--- src/rtl/mul_sequencer_if.sv ---
// Request/response bundle between the CPU pipeline and the
// multi-cycle multiply sequencer.
interface mul_sequencer_if #(
  parameter int unsigned XLEN = 32
);
  logic            valid_i;
  logic [2:0]      op_i;
  logic            flush_i;
  logic [XLEN-1:0] a_i;
  logic [XLEN-1:0] b_i;
  logic            ready_o;
  logic            stall_o;
  logic            done_o;
  logic [XLEN-1:0] result_o;

  modport master (
    output valid_i, op_i, flush_i, a_i, b_i,
    input  ready_o, stall_o, done_o, result_o
  );

  modport slave (
    input  valid_i, op_i, flush_i, a_i, b_i,
    output ready_o, stall_o, done_o, result_o
  );
endinterface

--- src/rtl/mul_sequencer.sv ---
// Shift-add multiplier controller beside the ALU: stalls the
// pipeline while iterating and pulses done with the low product.
module mul_sequencer #(
  parameter int unsigned XLEN       = 32,
  parameter logic [2:0]  MUL_CODE   = 3'b011,
  parameter bit          EARLY_EXIT = 1'b1
) (
  input  logic           clk_i,
  input  logic           rst_i,
  mul_sequencer_if.slave bus
);
  localparam int unsigned CW = $clog2(XLEN) + 1;

  localparam logic [1:0] S_IDLE = 2'd0;
  localparam logic [1:0] S_BUSY = 2'd1;
  localparam logic [1:0] S_DONE = 2'd2;

  logic [1:0]      r_state;
  logic [XLEN-1:0] r_acc;
  logic [XLEN-1:0] r_mcand;
  logic [XLEN-1:0] r_mplier;
  logic [XLEN-1:0] r_result;
  logic [CW-1:0]   r_count;

  logic            w_accept;
  logic            w_zero;
  logic            w_last;
  logic [XLEN-1:0] w_sum;
  logic [XLEN-1:0] w_mplier_nxt;

  assign w_accept = (r_state == S_IDLE) & bus.valid_i
                  & (bus.op_i == MUL_CODE) & ~bus.flush_i;
  assign w_zero = EARLY_EXIT
                & ((bus.a_i == '0) | (bus.b_i == '0));
  assign w_sum = r_mplier[0] ? r_acc + r_mcand : r_acc;
  assign w_mplier_nxt = r_mplier >> 1;
  // Stop once no multiplier bits remain, or after XLEN steps.
  assign w_last = (EARLY_EXIT & (w_mplier_nxt == '0))
                | (r_count == CW'(XLEN - 1));

  always_ff @(posedge clk_i) begin
    if (rst_i) begin
      r_state  <= S_IDLE;
      r_acc    <= '0;
      r_mcand  <= '0;
      r_mplier <= '0;
      r_count  <= '0;
      r_result <= '0;
    end else begin
      unique case (1'b1)
        (r_state == S_IDLE): begin
          if (w_accept) begin
            r_mcand  <= bus.a_i;
            r_mplier <= bus.b_i;
            r_acc    <= '0;
            r_count  <= '0;
            r_state  <= w_zero ? S_DONE : S_BUSY;
          end
        end
        (r_state == S_BUSY): begin
          if (bus.flush_i) begin
            r_state <= S_IDLE;
          end else begin
            r_acc    <= w_sum;
            r_mcand  <= r_mcand << 1;
            r_mplier <= w_mplier_nxt;
            r_count  <= r_count + 1'b1;
            if (w_last) r_state <= S_DONE;
          end
        end
        (r_state == S_DONE): begin
          r_result <= r_acc;
          r_state  <= S_IDLE;
        end
        default: r_state <= S_IDLE;
      endcase
    end
  end

  assign bus.ready_o  = (r_state == S_IDLE);
  assign bus.stall_o  = (r_state == S_BUSY) | w_accept;
  assign bus.done_o   = (r_state == S_DONE);
  // Present the product in the retire cycle itself.
  assign bus.result_o = (r_state == S_DONE) ? r_acc : r_result;
endmodule

--- src/flat_wrapper.sv ---
// flat-port wrapper written by rule: the top's interface ports become plain ports
module mul_sequencer_flat 
#(
  parameter int unsigned XLEN       = 32,
  parameter logic [2:0]  MUL_CODE   = 3'b011,
  parameter bit          EARLY_EXIT = 1'b1
)
  (clk_i, rst_i, bus_valid_i, bus_op_i, bus_flush_i, bus_a_i, bus_b_i, bus_ready_o, bus_stall_o, bus_done_o, bus_result_o);
  mul_sequencer_if #(.XLEN(XLEN)) bus_i ();
  input  logic clk_i;
  input  logic rst_i;
  input wire logic [$bits(bus_i.valid_i)-1:0] bus_valid_i;
  input wire logic [$bits(bus_i.op_i)-1:0] bus_op_i;
  input wire logic [$bits(bus_i.flush_i)-1:0] bus_flush_i;
  input wire logic [$bits(bus_i.a_i)-1:0] bus_a_i;
  input wire logic [$bits(bus_i.b_i)-1:0] bus_b_i;
  output wire logic [$bits(bus_i.ready_o)-1:0] bus_ready_o;
  output wire logic [$bits(bus_i.stall_o)-1:0] bus_stall_o;
  output wire logic [$bits(bus_i.done_o)-1:0] bus_done_o;
  output wire logic [$bits(bus_i.result_o)-1:0] bus_result_o;
  assign bus_i.valid_i = bus_valid_i;
  assign bus_i.op_i = bus_op_i;
  assign bus_i.flush_i = bus_flush_i;
  assign bus_i.a_i = bus_a_i;
  assign bus_i.b_i = bus_b_i;
  assign bus_ready_o = bus_i.ready_o;
  assign bus_stall_o = bus_i.stall_o;
  assign bus_done_o = bus_i.done_o;
  assign bus_result_o = bus_i.result_o;
  mul_sequencer #(.XLEN(XLEN), .MUL_CODE(MUL_CODE), .EARLY_EXIT(EARLY_EXIT)) u_core (.clk_i(clk_i), .rst_i(rst_i), .bus(bus_i));
endmodule
--- config.mk ---
export PLATFORM = sky130hd
export DESIGN_NAME = mul_sequencer_flat
export DESIGN_NICKNAME = d
export VERILOG_FILES = /design/src/rtl/mul_sequencer_if.sv /design/src/rtl/mul_sequencer.sv /design/src/flat_wrapper.sv
export SDC_FILE = /design/constraint.sdc
export NUM_CORES = 1
export LEC_CHECK = 0
export ABC_AREA = 1
export CAP_MARGIN = 20
export CORE_MARGIN = 2
export CORE_UTILIZATION = 35
export CTS_BUF_LIST = sky130_fd_sc_hd__clkbuf_4 sky130_fd_sc_hd__clkbuf_8
export DETAILED_ROUTE_END_ITERATION = 10
export PLACE_DENSITY = 0.53
export SYNTH_ARGS = -nofsm -noshare
export SYNTH_HDL_FRONTEND = slang
export SYNTH_SLANG_ARGS = --single-unit
--- constraint.sdc ---
create_clock -name clk_i -period 2.7 [get_ports clk_i]
set_input_delay 0.54 -clock clk_i [delete_from_list [all_inputs] [get_ports clk_i]]
set_output_delay 0.54 -clock clk_i [all_outputs]
set_load 0.02 [all_outputs]
# Word level (Yosys, flattened, before mapping)
# Cells that the tools add are included.
[totals]
regBits = 136
latch_bits = 0
ramBits = 0
rom_bits = 0
out_inout_bits = 35
wordCells = 50
memories = 0
[classes]
addsub = 2
mul = 0
div = 0
n_lt_le_gt_ge = 0
n_eq_ne = 8
n_shift = 0
mux = 19
bitwise = 7
n_reduce_logical = 8
[ops]
columns = ["op", "n"]
rows = [
  ["$mux 32", 8],
  ["$pmux 32 s2", 3],
  ["$logic_not 32->1", 3],
  ["$add 32x32->32", 1],
  ["$mux 6", 2],
  ["$pmux 6 s2", 1],
  ["$mux 2", 4],
  ["$add 6x1->6 const B", 1],
  ["$eq 6x5->1 const B", 1],
  ["$ne 2x1->1 const B", 2],
  ["$pmux 2 s2", 1],
  ["$reduce_and 4->1", 1],
  ["$and 1x1->1", 3],
  ["$eq 3x2->1 const B", 1],
  ["$ne 3x2->1 const B", 1],
  ["$or 1x1->1", 3],
  ["$reduce_and 3->1", 1],
  ["$eq 2x1->1 const B", 1],
  ["$eq 2x2->1 const B", 1],
  ["$logic_not 2->1", 1],
  ["$ne 2x2->1 const B", 1],
  ["$reduce_and 2->1", 1],
  ["$reduce_bool 2->1", 1],
  ["$not 1->1", 1],
]

# Longest topological paths before layout
[depth]
ltp_word = 6
depth_mapped = 13
depth_no_buf = 13

# Least setup slack after synthesis
# No wires, ideal clock.
[synth_path]
kind = "flip-flop to flip-flop"
startpoint = "register u_core.r_mcand[0]"
endpoint = "register u_core.r_acc[16]"
setup_ns = 0.132
t_arrival_ns = 1.704
path_slack_ns = 0.864
path_stages_with_launch = 14
path_buffers = 0
path_cell_list = "dfxtp_1 ha_1 inv_1 fa_1 inv_1 nand3_1 nand3_1 nand2_1 nand2_1 inv_1 o21ai_0 nand2_1 nand3_1 a21oi_1"
[synth_between]
elab_chain_len = 4
[synth_rtl]
columns = ["element", "line_no", "text"]
rows = [
  ["from (decl)", "mul_sequencer.sv:20", "logic [XLEN-1:0] r_mcand;"],
  ["from (signal assigned)", "mul_sequencer.sv:53", "r_mcand <= bus.a_i;"],
  ["from (signal assigned)", "mul_sequencer.sv:65", "r_mcand <= r_mcand << 1;"],
  ["$add 32x32->32", "mul_sequencer.sv:35", "assign w_sum = r_mplier[0] ? r_acc + r_mcand : r_acc;"],
  ["$mux 32", "mul_sequencer.sv:35", ""],
  ["$mux 32", "mul_sequencer.sv:61", "if (bus.flush_i) begin"],
  ["$pmux 32 s2", "mul_sequencer.sv:50", "unique case (1'b1)"],
  ["to (signal assigned)", "mul_sequencer.sv:64", "r_acc <= w_sum;"],
  ["to (decl)", "mul_sequencer.sv:19", "logic [XLEN-1:0] r_acc;"],
]
# Every way passes these cells. The select of a mux whose other input is x is not followed.
# A chain may end at the register's enable or synchronous reset.

# Worst setup path in the final report
[layout_path]
startpoint = "register u_core.r_state[1]"
endpoint = "output bus_result_o[26]"
[layout_between]
elab_chain_len = 2
[layout_rtl]
columns = ["element", "line_no", "text"]
rows = [
  ["from (decl)", "mul_sequencer.sv:18", "logic [1:0] r_state;"],
  ["from (signal assigned)", "mul_sequencer.sv:57", "r_state <= w_zero ? S_DONE : S_BUSY;"],
  ["$eq 2x2->1", "mul_sequencer.sv:84", "assign bus.result_o = (r_state == S_DONE) ? r_acc : r_result;"],
  ["$mux 32", "mul_sequencer.sv:84", ""],
  ["to (decl)", "flat_wrapper.sv:20", "output wire logic [$bits(bus_i.result_o)-1:0] bus_result_o;"],
]
# Every way passes these cells.

==> results_dict.tcl <==
set metrics [dict create \
    track_usage_pct 20.61 \
    ys_seq_area_share_pct 33.50 \
    seqCellArea_um2 2723 \
    grt_first_pass_wirelength_mm 39.96 \
    layout.nets 1475 \
    synth_top_family_by_area "simple AND/OR/NAND/NOR gates" \
    clk_pin_slew_ns 0.09 \
    dp_hpwl_mm 17.70 \
    clkLatencyLatePin_ns 0.47 \
    synth_fp_nets 1389 \
    synth_mux_area_share_pct 0 \
    gp_congestion 0.9071 \
    p_clk_share_pct 44.0 \
    syn_avg_cell_area_um2 6.325 \
    netlist.area_leader.share_pct 33.50 \
    synthXorXnorAreaFrac_pct 0.2155 \
    synth_seq_cells 136 \
    antenna_found_initial 0 \
    grt_max_degree 75 \
    path_buf_inv 4 \
    worstPathRequired_ns 2.16 \
    max-vdd-ir-drop_uv 283.9 \
    synthTopCellsByArea "dfxtp_1 (33%), nand2_1 (19%), inv_1 (7.6%)" \
    cap_violations 0 \
    drtIter0Drc 436 \
    leakage_nw 5.031 \
    dieArea_um2 24460 \
    maxSlewHeadroom_pct 47.77 \
    synth_cells 1285 \
    crit_slowest_cell "clkdlybuf4s50_1" \
    htree_levels 4 \
    synth_edf_count 0 \
    intPower_mw 3.272 \
    vias_per_cell 4.881 \
    wl_mm 23.87 \
    die_w_um 156.4 \
    swShare_pct 24.53 \
    min_path_type "reg -> reg" \
    combPwrFrac_pct 8.2 \
    top_layer "met4" \
    multi_input_area_um2 4477 \
    rrSetupSlack_ns 0.37 \
    cts-root-buf "clkbuf_8" \
    rsz0062_at_grt "true" \
    layout-drive-gt1-share_pct 7.664 \
    port_buffers 105 \
    switchingPower_mw 1.064 \
    synth-simple-area-share_pct 33.42 \
    cp_max_fo 12 \
    post-route-util_pct 43.30 \
    grt_pass1_vias 7767 \
    clk_path_buf_depth 2 \
    die_h_um 156.4 \
    dr_wl_met3_um 931 \
    wl_met2_mm 10.31 \
    fin_hold_ws_ns 0.4886 \
    worstPathCellList "inv_2 -> nor2_2 -> buf_4 -> or2_2 -> o21ai_1 -> inv_1 -> clkdlybuf4s50_1" \
    nFillCells 2456 \
    synth_flop_cell "dfxtp_1" \
    ant_nets 0 \
    fin_crit_ns 2.668 \
    fin_crit_sh_pct 98.83 \
    grt.overflow.total 0 \
    cts_inserted_buffers 17 \
    synth_adder_area_share_pct 5.172 \
    clkSinkCount 136 \
    setup_viol_count_final 0 \
    rows 55 \
    fmax_ghz 0.3748 \
    status "finished, final reports clean" \
    seqPwrFrac_pct 47.8 \
    yosysUniqueCellTypes 37 \
    dr_total_vias 8142 \
    worstMarginPinSlew_ns 0.7835 \
    worstPathArrival_ns 2.13 \
    area_delta_synth_final_pct 20.98 \
    ys_warn_count 0 \
    core-area_um2 22710 \
    wl_met1_mm 12.15 \
    ys_async_sr_fraction_pct 0 \
    crit_path_start_kind "register" \
    synth_compound_gate_area_share_pct 16.24 \
    post-cts-setup-buffers 0 \
    ioPinCount 106 \
    cts_tree "done" \
    max_stage_delay_ns 0.59 \
    cp_top_family "buffers and inverters" \
    drv_slew 0 \
    yosysTopAreaCell "dfxtp_1" \
    initial_core_util_pct 35.79 \
    skew_ns 0.01259 \
    powerDensity_nw_per_um2 440.9 \
    total_power_mw 4.336 \
    antenna_cells_inserted 0 \
    cts_hold_buf 0 \
    wire_per_inst_um 14.31 \
    hold_viol_final 0 \
    end_kind "output pin" \
    first_pass_iters 5 \
    drc 0 \
    critical_path_class "reg -> out" \
    synth_area_um2 8128 \
]
==> path summary, 6_finish.rpt <==
check,startpoint,endpoint,depth (start not counted)
worst max-delay path,u_core.r_state[1],bus_result_o[26],7
worst min-delay path,u_core.r_mplier[11],u_core.r_mplier[10],2
worst max register to register,u_core.r_mcand[0],u_core.r_acc[28],13
worst min register to register,u_core.r_mplier[11],u_core.r_mplier[10],2
==> cells by family (layout without fill, tap and decap cells) <==
logic type,Yosys count,after routing
AND/OR/NAND/NOR,645,645
AO/OA/AOI/OAI,244,244
buffers and inverters,225,323
flip-flops,136,136
adder cells (fa/ha/maj),33,33
XOR/XNOR,2,2
==> what timing repair did <==
action | CTS | global route
hold endpoints to repair | 0 | 0
resized for setup | 39 | 15
gates cloned | 0 | 0
endpoints found under the setup margin | 31 | 15
pin swaps | 0 | 0
==> sequential cells by signal (all words and copies together) (netlist names) <==
| register | flops |
|---|---|
| u_core.r_acc | 32 |
| u_core.r_count | 6 |
| u_core.r_mcand | 32 |
| u_core.r_result | 32 |
| u_core.r_state | 2 |
| u_core.r_mplier | 32 |
==> tightest hold or removal path, cell delays in order (launching register included) <==
cell,delay (ns)
dfxtp_1,0.33
nand2_1,0.06
a31oi_1,0.07
==> final cells by class <==
class,count,area share (%)
Tap cell,285,3.626
Clock inverter,11,1.756
Inverter,172,6.566
Clock buffer,20,2.736
Multi-Input combinational cell,924,45.53
Timing Repair Buffer,120,12.10
Sequential cell,136,27.69
==> cell usage after synthesis, types with 2 or more instances <==
| library cell | number |
|---|---|
| ha_1 | 32 |
| o21ai_0 | 64 |
| inv_1 | 164 |
| a31oi_1 | 62 |
| a21oi_1 | 66 |
| nand2_1 | 412 |
| nand2_2 | 4 |
| nor4_1 | 18 |
| nor3_2 | 2 |
| o21bai_1 | 3 |
| buf_2 | 11 |
| nand4_1 | 4 |
| nand3b_1 | 6 |
| nand3_1 | 52 |
| nor2_2 | 2 |
| dfxtp_1 | 136 |
| inv_2 | 8 |
| clkbuf_1 | 30 |
| nor3_1 | 7 |
| nor2_1 | 96 |
| or2_2 | 39 |
| o21ai_1 | 44 |
| buf_6 | 9 |
==> placed cells by master, fill, tap and decap left out, types with 3 or more instances in the layout <==
master / Yosys / layout
nand3b_1: 6 / 6
nand3_1: 52 / 52
o21bai_1: 3 / 3
inv_1: 164 / 164
clkinvlp_4: 0 / 4
dfxtp_1: 136 / 136
a21oi_1: 66 / 66
clkbuf_8: 0 / 19
or2_2: 39 / 39
nand4_1: 4 / 4
clkdlybuf4s50_1: 0 / 74
nor4_1: 18 / 18
nand2_2: 4 / 4
o21ai_1: 44 / 65
a31oi_1: 62 / 62
nor3_1: 7 / 7
o21ai_0: 64 / 43
nor2_1: 96 / 95
dlymetal6s2s_1: 0 / 5
bufinv_16: 0 / 4
inv_2: 8 / 8
buf_4: 1 / 10
ha_1: 32 / 32
nor2_2: 2 / 3
nand2_1: 412 / 412
buf_12: 0 / 4
dlygate4sd2_1: 0 / 24
==> per-stage QoR <==
step | setup WS, ns | TNS (ns) | instances | area [um^2]
floorplan | 0.8641 | 0 | 1285 | 8128
CTS | -0.0008540 | -0.0008540 | 1668 | 9824
global route | -0.1527 | -0.2793 | 1668 | 9833
global placement | 0.1068 | 0 | 1637 | 9410
detailed placement | 0.1212 | 0 | 1637 | 9410
finish | 0.03167 | 0 | 1668 | 9833
==> power groups by stage <==
stage / logic (mW) / clock network, mW / registers [mW]
2_1_floorplan: 0.184 / 0 / 2.11
3_3_place_gp: 0.358 / 0 / 2.12
3_5_place_dp: 0.359 / 0 / 2.12
4_1_cts: 0.360 / 1.96 / 2.07
5_1_grt: 0.396 / 2.06 / 2.08
6_report: 0.356 / 1.91 / 2.07
==> per-layer routing <==
| layer | global-route usage [%] | up-vias |
|---|---|---|
| met3 | 3.600 | 34 |
| met4 | 6.160 | 0 |
| met5 | 0 | - |
| met2 | 32.31 | 166 |
| met1 | 28.92 | 3624 |
| li1 | - | 4318 |
(Power assumes the default switching activity.)
